[src/rtl/truth_table_sweep_pkg.sv]
// Shared state encoding and sizing helpers for the truth-table sweep block.
package truth_table_sweep_pkg;

    typedef enum logic [1:0] {
        IDLE = 2'd0,
        HOLD = 2'd1,
        DONE = 2'd2
    } state_e;

    localparam int DWELL_MIN = 1;

    function automatic int vec_count(input int n_in);
        return 1 << n_in;
    endfunction

endpackage

[src/rtl/truth_table_sweep_if.sv]
// Stimulus/capture bus between the sweep block and the bench/checker around it.
// mismatch exists only when SWEEP_CHECK_EN is defined.
interface truth_table_sweep_if
    import truth_table_sweep_pkg::*;
#(
    parameter int N_IN = 3
);
    logic                       start;
    logic                       q_in;
    logic [N_IN-1:0]            vec_out;
    logic                       busy;
    logic                       done;
    logic [vec_count(N_IN)-1:0] table_out;
`ifdef SWEEP_CHECK_EN
    logic                       mismatch;

    modport master (input start, q_in, output vec_out, busy, done, table_out, mismatch);
    modport slave  (output start, q_in, input vec_out, busy, done, table_out, mismatch);
`else
    modport master (input start, q_in, output vec_out, busy, done, table_out);
    modport slave  (output start, q_in, input vec_out, busy, done, table_out);
`endif
endinterface

[src/rtl/truth_table_sweep_dwell_timer.sv]
// Dwell counter: load sets the count, otherwise it counts down and rests at zero.
module dwell_timer #(
    parameter int W = 7
) (
    input  logic         clk,
    input  logic         rst,
    input  logic         load,
    input  logic [W-1:0] load_val,
    output logic         zero
);
    logic [W-1:0] cnt_q, cnt_d;

    always_comb begin
        cnt_d = cnt_q;
        if (load)
            cnt_d = load_val;
        else if (cnt_q != '0)
            cnt_d = cnt_q - 1'b1;
    end

    always_ff @(posedge clk or posedge rst) begin
        if (rst) cnt_q <= '0;
        else     cnt_q <= cnt_d;
    end

    assign zero = (cnt_q == '0);
endmodule

[src/rtl/truth_table_sweep.sv]
// Sweeps every input vector onto a small DUT, holding each DWELL cycles, and captures Q.
// Define SWEEP_CHECK_EN to compare the captured table against GOLDEN on completion.
module truth_table_sweep
    import truth_table_sweep_pkg::*;
#(
    parameter int                 N_IN   = 3,
    parameter int                 DWELL  = 100,
    parameter logic [2**N_IN-1:0] GOLDEN = '0
) (
    input  logic                clk,
    input  logic                rst,
    truth_table_sweep_if.master bus
);
    localparam int              NV     = vec_count(N_IN);
    localparam int              CW     = $clog2(DWELL + 1);
    localparam logic [CW-1:0]   RELOAD = CW'(DWELL - 1);
    localparam logic [N_IN-1:0] LAST   = N_IN'(NV - 1);

    if (DWELL < DWELL_MIN) begin : g_bad_dwell
        $error("DWELL must be at least 1");
    end

    state_e          state_q, state_d;
    logic [N_IN-1:0] vec_q, vec_d;
    logic [NV-1:0]   tab_q, tab_d;
    logic            load, zero;

    dwell_timer #(.W(CW)) u_dwell_timer (
        .clk      (clk),
        .rst      (rst),
        .load     (load),
        .load_val (RELOAD),
        .zero     (zero)
    );

    always_ff @(posedge clk or posedge rst) begin
        if (rst) state_q <= IDLE;
        else     state_q <= state_d;
    end

    always_comb begin
        state_d = state_q;
        case (state_q)
            IDLE:    if (bus.start) state_d = HOLD;
            HOLD:    if (zero && vec_q == LAST) state_d = DONE;
            DONE:    state_d = IDLE;
            default: state_d = IDLE;
        endcase
    end

    always_comb begin
        bus.busy = (state_q == HOLD);
        bus.done = (state_q == DONE);
    end

    // The timer reaching zero marks the last cycle of a dwell: capture, then advance.
    always_comb begin
        vec_d = vec_q;
        tab_d = tab_q;
        load  = 1'b0;
        case (state_q)
            IDLE: if (bus.start) begin
                vec_d = '0;
                tab_d = '0;
                load  = 1'b1;
            end
            HOLD: if (zero) begin
                tab_d[vec_q] = bus.q_in;
                if (vec_q != LAST) begin
                    vec_d = vec_q + 1'b1;
                    load  = 1'b1;
                end
            end
            default: ;
        endcase
    end

    always_ff @(posedge clk or posedge rst) begin
        if (rst) begin
            vec_q <= '0;
            tab_q <= '0;
        end else begin
            vec_q <= vec_d;
            tab_q <= tab_d;
        end
    end

    assign bus.vec_out   = vec_q;
    assign bus.table_out = tab_q;

`ifdef SWEEP_CHECK_EN
    logic mm_q, mm_d;

    // Compare against tab_d so the final capture is included.
    always_comb begin
        mm_d = mm_q;
        if (state_q == IDLE && bus.start)
            mm_d = 1'b0;
        else if (state_q == HOLD && state_d == DONE)
            mm_d = (tab_d != GOLDEN);
    end

    always_ff @(posedge clk or posedge rst) begin
        if (rst) mm_q <= 1'b0;
        else     mm_q <= mm_d;
    end

    assign bus.mismatch = mm_q;
`else
    logic unused_golden;
    assign unused_golden = ^GOLDEN;
`endif
endmodule

[src/flat_wrapper.sv]
// flat-port wrapper written by rule: the top's interface ports become plain ports
module truth_table_sweep_flat import truth_table_sweep_pkg::*;
#(
    parameter int                 N_IN   = 3,
    parameter int                 DWELL  = 100,
    parameter logic [2**N_IN-1:0] GOLDEN = '0
)
  (clk, rst, bus_start, bus_q_in, bus_vec_out, bus_busy, bus_done, bus_table_out);
  truth_table_sweep_if #(.N_IN(N_IN)) bus_i ();
  input  logic clk;
  input  logic rst;
  input wire logic [$bits(bus_i.start)-1:0] bus_start;
  input wire logic [$bits(bus_i.q_in)-1:0] bus_q_in;
  output wire logic [$bits(bus_i.vec_out)-1:0] bus_vec_out;
  output wire logic [$bits(bus_i.busy)-1:0] bus_busy;
  output wire logic [$bits(bus_i.done)-1:0] bus_done;
  output wire logic [$bits(bus_i.table_out)-1:0] bus_table_out;
  assign bus_i.start = bus_start;
  assign bus_i.q_in = bus_q_in;
  assign bus_vec_out = bus_i.vec_out;
  assign bus_busy = bus_i.busy;
  assign bus_done = bus_i.done;
  assign bus_table_out = bus_i.table_out;
  truth_table_sweep #(.N_IN(N_IN), .DWELL(DWELL), .GOLDEN(GOLDEN)) u_core (.clk(clk), .rst(rst), .bus(bus_i));
endmodule
[config.mk]
export PLATFORM = sky130hd
export DESIGN_NAME = truth_table_sweep_flat
export DESIGN_NICKNAME = d
export VERILOG_FILES = /design/src/rtl/truth_table_sweep_pkg.sv /design/src/rtl/truth_table_sweep_if.sv /design/src/rtl/truth_table_sweep_dwell_timer.sv /design/src/rtl/truth_table_sweep.sv /design/src/flat_wrapper.sv
export SDC_FILE = /design/constraint.sdc
export NUM_CORES = 1
export LEC_CHECK = 0
export ABC_AREA = 0
export CAP_MARGIN = 20
export CORE_ASPECT_RATIO = 0.8
export CORE_MARGIN = 5
export CORE_UTILIZATION = 40
export DETAILED_ROUTE_END_ITERATION = 10
export DONT_BUFFER_PORTS = 1
export HOLD_SLACK_MARGIN = 0.05
export SYNTH_ARGS = -nofsm -noshare
export SYNTH_HDL_FRONTEND = slang
export SYNTH_SLANG_ARGS = --single-unit
[constraint.sdc]
create_clock -name clk -period 2.65 [get_ports clk]
set_input_delay 0.53 -clock clk [delete_from_list [all_inputs] [get_ports clk]]
set_output_delay 0.53 -clock clk [all_outputs]
set_load 0.005 [all_outputs]
### Word-level counts from Yosys, hierarchy flattened

Cells that the tools add are included.

| word-level totals | value |
|---|---|
| bits in registers | 20 |
| output and inout port bits | 13 |
| logic and storage cells | 45 |

| cells by class | value |
|---|---|
| $add $sub $neg | 2 |
| order comparisons | 2 |
| equal/unequal tests | 8 |
| mux-type cells | 19 |
| reductions and logical operators | 10 |

Operators by type and width:

| operator | count |
|---|---|
| 8-bit two-way mux | 2 |
| 8-bit one-hot mux with 2 select lines | 1 |
| 7-bit two-way mux | 2 |
| 3-bit two-way mux | 3 |
| 8-bit bitwise mux | 1 |
| 7-bit logical NOT | 1 |
| 7-bit nonzero test | 1 |
| 7-bit by 1-bit subtractor with 7-bit output (second input constant) | 1 |
| 2-bit by 1-bit inequality test with 1-bit output (second input constant) | 3 |
| 3-bit one-hot mux with 2 select lines | 1 |
| 3-bit by 4-bit < comparator with 1-bit output (second input constant) | 1 |
| 1-bit two-way mux | 4 |
| 2-bit two-way mux | 2 |
| 2-bit one-hot mux with 2 select lines | 1 |
| 4-bit AND reduction | 1 |
| 2-bit nonzero test | 2 |
| 3-bit by 1-bit adder with 3-bit output (second input constant) | 1 |
| 1-bit demux with 3-bit select | 1 |
| 3-bit == test (second input constant) | 1 |
| 3-bit by 1-bit >= comparator with 1-bit output (second input constant) | 1 |
| 3-bit inequality test (second input constant) | 1 |
| 3-bit AND reduction | 1 |
| 2-bit by 1-bit == test with 1-bit output (second input constant) | 1 |
| 2-bit == test (second input constant) | 1 |
| other kinds (5) | 6 |

### Longest topological paths before layout

| depth | value |
|---|---|
| depth in word-level cells | 7 |
| gate-level depth with buffers | 6 |

### Hierarchy

Synthesis repeated with hierarchy kept, for this count alone.

| unflattened totals | value |
|---|---|
| cells, all modules | 133 |
| area total of the unflattened synthesis | 1217.4 µm² |

Modules (own cells, without submodules):

| module | times used | cells an instance | area an instance (µm²) |
|---|---|---|---|
| truth_table_sweep | 1 | 86 | 759.5 |
| dwell_timer | 1 | 47 | 457.9 |

### Worst setup path before layout

OpenSTA, ideal clock, no wires.

| timing | value |
|---|---|
| path type | register to register |
| from | register u_core.vec_q[0], in the netlist u_core.bus.vec_out[0] |
| to | register u_core.vec_q[1], in the netlist u_core.bus.vec_out[1] |
| library setup time | 0.121 ns |
| data arrival time | 1.354 ns |
| required time | 2.529 ns |
| slack | 1.175 ns |
| cell stages (with the launch flop) | 7 |
| path buffers | 1 |
| clock period less this slack | 1.475 ns |
| cells stage by stage | dfrtp_1 ha_1 ha_1 nor2_1 a32oi_1 buf_2 a22o_1 |

| between the ends | value |
|---|---|
| cells in the longest elaborated chain, start to end | 4 |

Ends and longest elaborated chain:

| what | RTL line | source |
|---|---|---|
| start, declared | truth_table_sweep.sv:24 | `logic [N_IN-1:0] vec_q, vec_d;` |
| start signal, assigned | truth_table_sweep.sv:83 | `vec_q <= vec_d;` |
| 3-bit by 1-bit adder with 3-bit output | truth_table_sweep.sv:70 | `vec_d = vec_q + 1'b1;` |
| 3-bit two-way mux | truth_table_sweep.sv:69 | `if (vec_q != LAST) begin` |
| 3-bit two-way mux | truth_table_sweep.sv:67 | `HOLD: if (zero) begin` |
| 3-bit one-hot mux with 2 select lines | truth_table_sweep.sv:61 | `case (state_q)` |

Several ways; a longest one is shown, not always the timed one. The select of a mux whose other input is x is not followed.
A chain may end at the register's enable or synchronous reset.

### Worst setup path in the final report

| timing | value |
|---|---|
| from | register u_core.vec_q[1], in the netlist u_core.bus.vec_out[1] |
| to | register u_core.u_dwell_timer.cnt_q[4] |

| between the ends | value |
|---|---|
| cells in the longest elaborated chain, start to end | 5 |

Ends and longest elaborated chain:

| what | RTL line | source |
|---|---|---|
| 3-bit inequality test * | truth_table_sweep.sv:69 |  |
| 1-bit two-way mux * | truth_table_sweep.sv:69 |  |
| 1-bit two-way mux * | truth_table_sweep.sv:67 |  |
| 1-bit one-hot mux with 2 select lines * | truth_table_sweep.sv:61 |  |
| 7-bit two-way mux or 2-bit nonzero test (tied branches) | -- |  |
| end signal, assigned | truth_table_sweep_dwell_timer.sv:23 | `else cnt_q <= cnt_d;` |
| end, declared | truth_table_sweep_dwell_timer.sv:11 | `logic [W-1:0] cnt_q, cnt_d;` |

Every way passes the cells marked *; elsewhere a longest branch is shown, timed or not.

==> results.cfg <==
[logic_synthesis]
muxShareOfSynthArea = 0.0103
synth_cells = 111
synth_fa_ha_area_frac = 0.0458
ys.flop_type = dfrtp_1
synth_top_family_by_area = compound AO/OA/AOI/OAI gates
syn_avg_cell_area_sq_um = 9.84
ys_seq_area_frac = 0.458
synth.distinct_cells = 35
synth_most_common_cell = dfrtp_1
async_reset_ff_frac = 1.00
synth_top_area_cell = dfrtp_1
synth_xor_area_frac = 0.00802
synth-edff-count = 0
yosys.area_share.simple = 0.211
netlist_top_cells_area = dfrtp_1 (46%), o21ai_0 (5.5%), o31ai_1 (4.8%), ha_1 (4.6%), a21o_1 (2.7%)
synth_common_cells = dfrtp_1 (20), o21ai_0 (12), nand2_1 (7), o31ai_1 (7)
synth-seq-cells = 20
synth_compound_area_frac = 0.215
synth_top_area_frac = 0.458
syn-cell-area_sq_um = 1090
synth_nets = 119
ys_warn_count = 0

[timing]
max_freq_mhz = 521
rsz0062_at_grt = false
final_max_slew_viol_count = 0
fin_crit_sh = 0.724
min_period_ps = 1920
slew-limit-headroom = 0.479
fin_skew_ps = 1.31
worstMarginPinSlew_ps = 780
tns_ps = 0
finalHoldViolCount = 0
final-setup-viol-count = 0

[die]
core_area_sq_um = 2680
dieWidth_um = 68.4
ios = 17
die_height_um = 56.7
fp-row-count = 17
initial_core_util = 0.408
die_area_sq_um = 3880

[run]
maxCapViolCount = 0

[cts]
cts_tree = done
post_cts_resized = 0
cts-buffers-inserted = 3
cts_hold_buf = 0
clk_latency_ps = 300
clock_sinks = 20
htreeDepth = 1
clockBufferDepth = 2
postCtsSetupRepairBufs = 0
cts.clk_slew.worst_paths_ps = 110
cts.root.buffer_cell = clkbuf_4

[route]
ant_nets = 0
wl_per_cell_um = 15.5
top_layer = met4
dr.first_iter.drc_count = 30
drt-pass1-iter-count = 4
wirelength_um = 2270
drc_errors = 0
wl_met1_um = 1120
dr_wl_met2_um = 1020
vias_per_cell = 5.50
num_vias = 809
met3_length_um = 113

[power_and_ir_drop]
p_sw_uw = 103
clockPowerShare = 0.445
total_power_uw = 561
sequentialPowerShare = 0.544
swShare = 0.183
p_per_area_nw_per_um2 = 483
vdd_drop_max_uv = 214
pwr-share-comb = 0.011
p_leak_nw = 0.476
intPower_uw = 458

[setup_path]
reg2reg_to = u_core.u_dwell_timer.cnt_q[4]
critPathMaxFanout = 13
arrival_ps = 2160
worstPathCellList = ha_1, ha_1, nor2_1, a32oi_1, buf_4, a21boi_1
crit_family = flip-flops
cp_slowest_stage_delay_ps = 620
critPathRequiredTime_ps = 2890
end_kind = flip-flop
cpMostUsedCell = ha_1
r2r_slack_ps = 730
reg2reg_depth = 6
startpoint_type = flip-flop
worst-setup-path-type = reg -> reg
r2r-start = u_core.bus.vec_out[1]
crit_start = u_core.bus.vec_out[1]
slowest_stage = dfrtp_1
cp_num_buf_inv = 1

[global_routing]
antenna_found_initial = 0
grt_start_max_net_pins = 21
grtUsageTotal = 0.137
grt_pass1_vias = 866
gr-total-overflow = 0
grt_pass1_wl_um = 4080

[hold_path]
hp-class = in -> async

[final_layout]
diodes = 0
nFillCells = 286
nNetsFinal = 118
area_delta_synth_final_pct = 6.41
drive_above_1_share = 0.0826

[placed_design]
place_congestion = 0.738
hpwl_um = 1680
port-buffer-count = 0

[outcome]
status = finished clean
==> per-stage QoR <==
stage	cell area (sq um)	cells	utilization	setup slack [ps]	hold WS (ps)
CTS	1160	147	0.434	712	265
global placement	1110	143	0.414	824	523
detailed placement	1110	143	0.414	755	526
finish	1160	147	0.434	731	243
floorplan	1090	111	-	1180	489
global route	1160	147	0.434	523	315
==> layout make-up <==
cell class,count,area [sq um],area share
multi-input cells,79,536,0.461
flip-flops and latches,20,500,0.431
repair buffers,1,7.51,0.00646
clock buffers,3,22.5,0.0194
inverters,5,18.8,0.0161
clock inverters,1,30.0,0.0258
well taps,38,47.5,0.0409
==> sequential cells by signal, indices dropped and copies added (netlist names) <==
register,cells
u_core.bus.vec_out,3
u_core.u_dwell_timer.cnt_q,7
u_core.state_q,2
u_core.bus.table_out,8
==> layout by cell type, fill, tap and decap left out, drive strengths merged, types with 2 or more instances in the layout <==
cell type and n:
dfrtp 20, o21ai 12, nand2 7, o31ai 7, nor2 5, inv 5, nand2b 4, nand3 4
a21o 4, ha 4, or3 4, a21boi 4, nand3b 3, clkbuf 3, and3 2, nor2b 2
o21a 2, a22o 2, nor3 2
==> cells by family (layout without fill, tap and decap cells) <==
family | Yosys count | count (layout)
compound gates | 35 | 35
flops | 20 | 20
xor+xnor | 1 | 1
buf+inv | 12 | 10
simple gates | 38 | 38
fa+ha+maj | 4 | 4
mux | 1 | 1
==> worst max-delay path by stage <==
stage                                          endpoint  slack [ps]  cells after the start
after floorplan                   u_core.bus.vec_out[1]        1180                      6
after global placement            u_core.bus.vec_out[0]         820                      6
after detailed placement  u_core.u_dwell_timer.cnt_q[4]         760                      6
after CTS                 u_core.u_dwell_timer.cnt_q[4]         710                      6
after global routing      u_core.u_dwell_timer.cnt_q[4]         520                      6
final                     u_core.u_dwell_timer.cnt_q[4]         730                      6
==> per-layer routing <==
| layer | vias up | track usage |
|---|---|---|
| li1 | 395 | - |
| met1 | 391 | 0.191 |
| met2 | 21 | 0.192 |
| met3 | 2 | 0.0560 |
| met4 | 0 | 0.0397 |
| met5 | - | 0 |
==> power by group through the flow <==
stage	Clock [mW]	Combinational [mW]	Sequential, mW
final	0.250	0.00623	0.305
after global routing	0.273	0.00807	0.305
after CTS	0.262	0.00694	0.305
after detailed placement	0	0.00686	0.311
after global placement	0	0.00687	0.311
after floorplan	0	0.00481	0.311
==> worst register-to-register path: stages, from the launching register on <==
cell	delay, ps
dfrtp_1	620
ha_1	230
ha_1	190
nor2_1	50
a32oi_1	380
buf_4	230
a21boi_1	160
(Power assumes the default switching activity.)
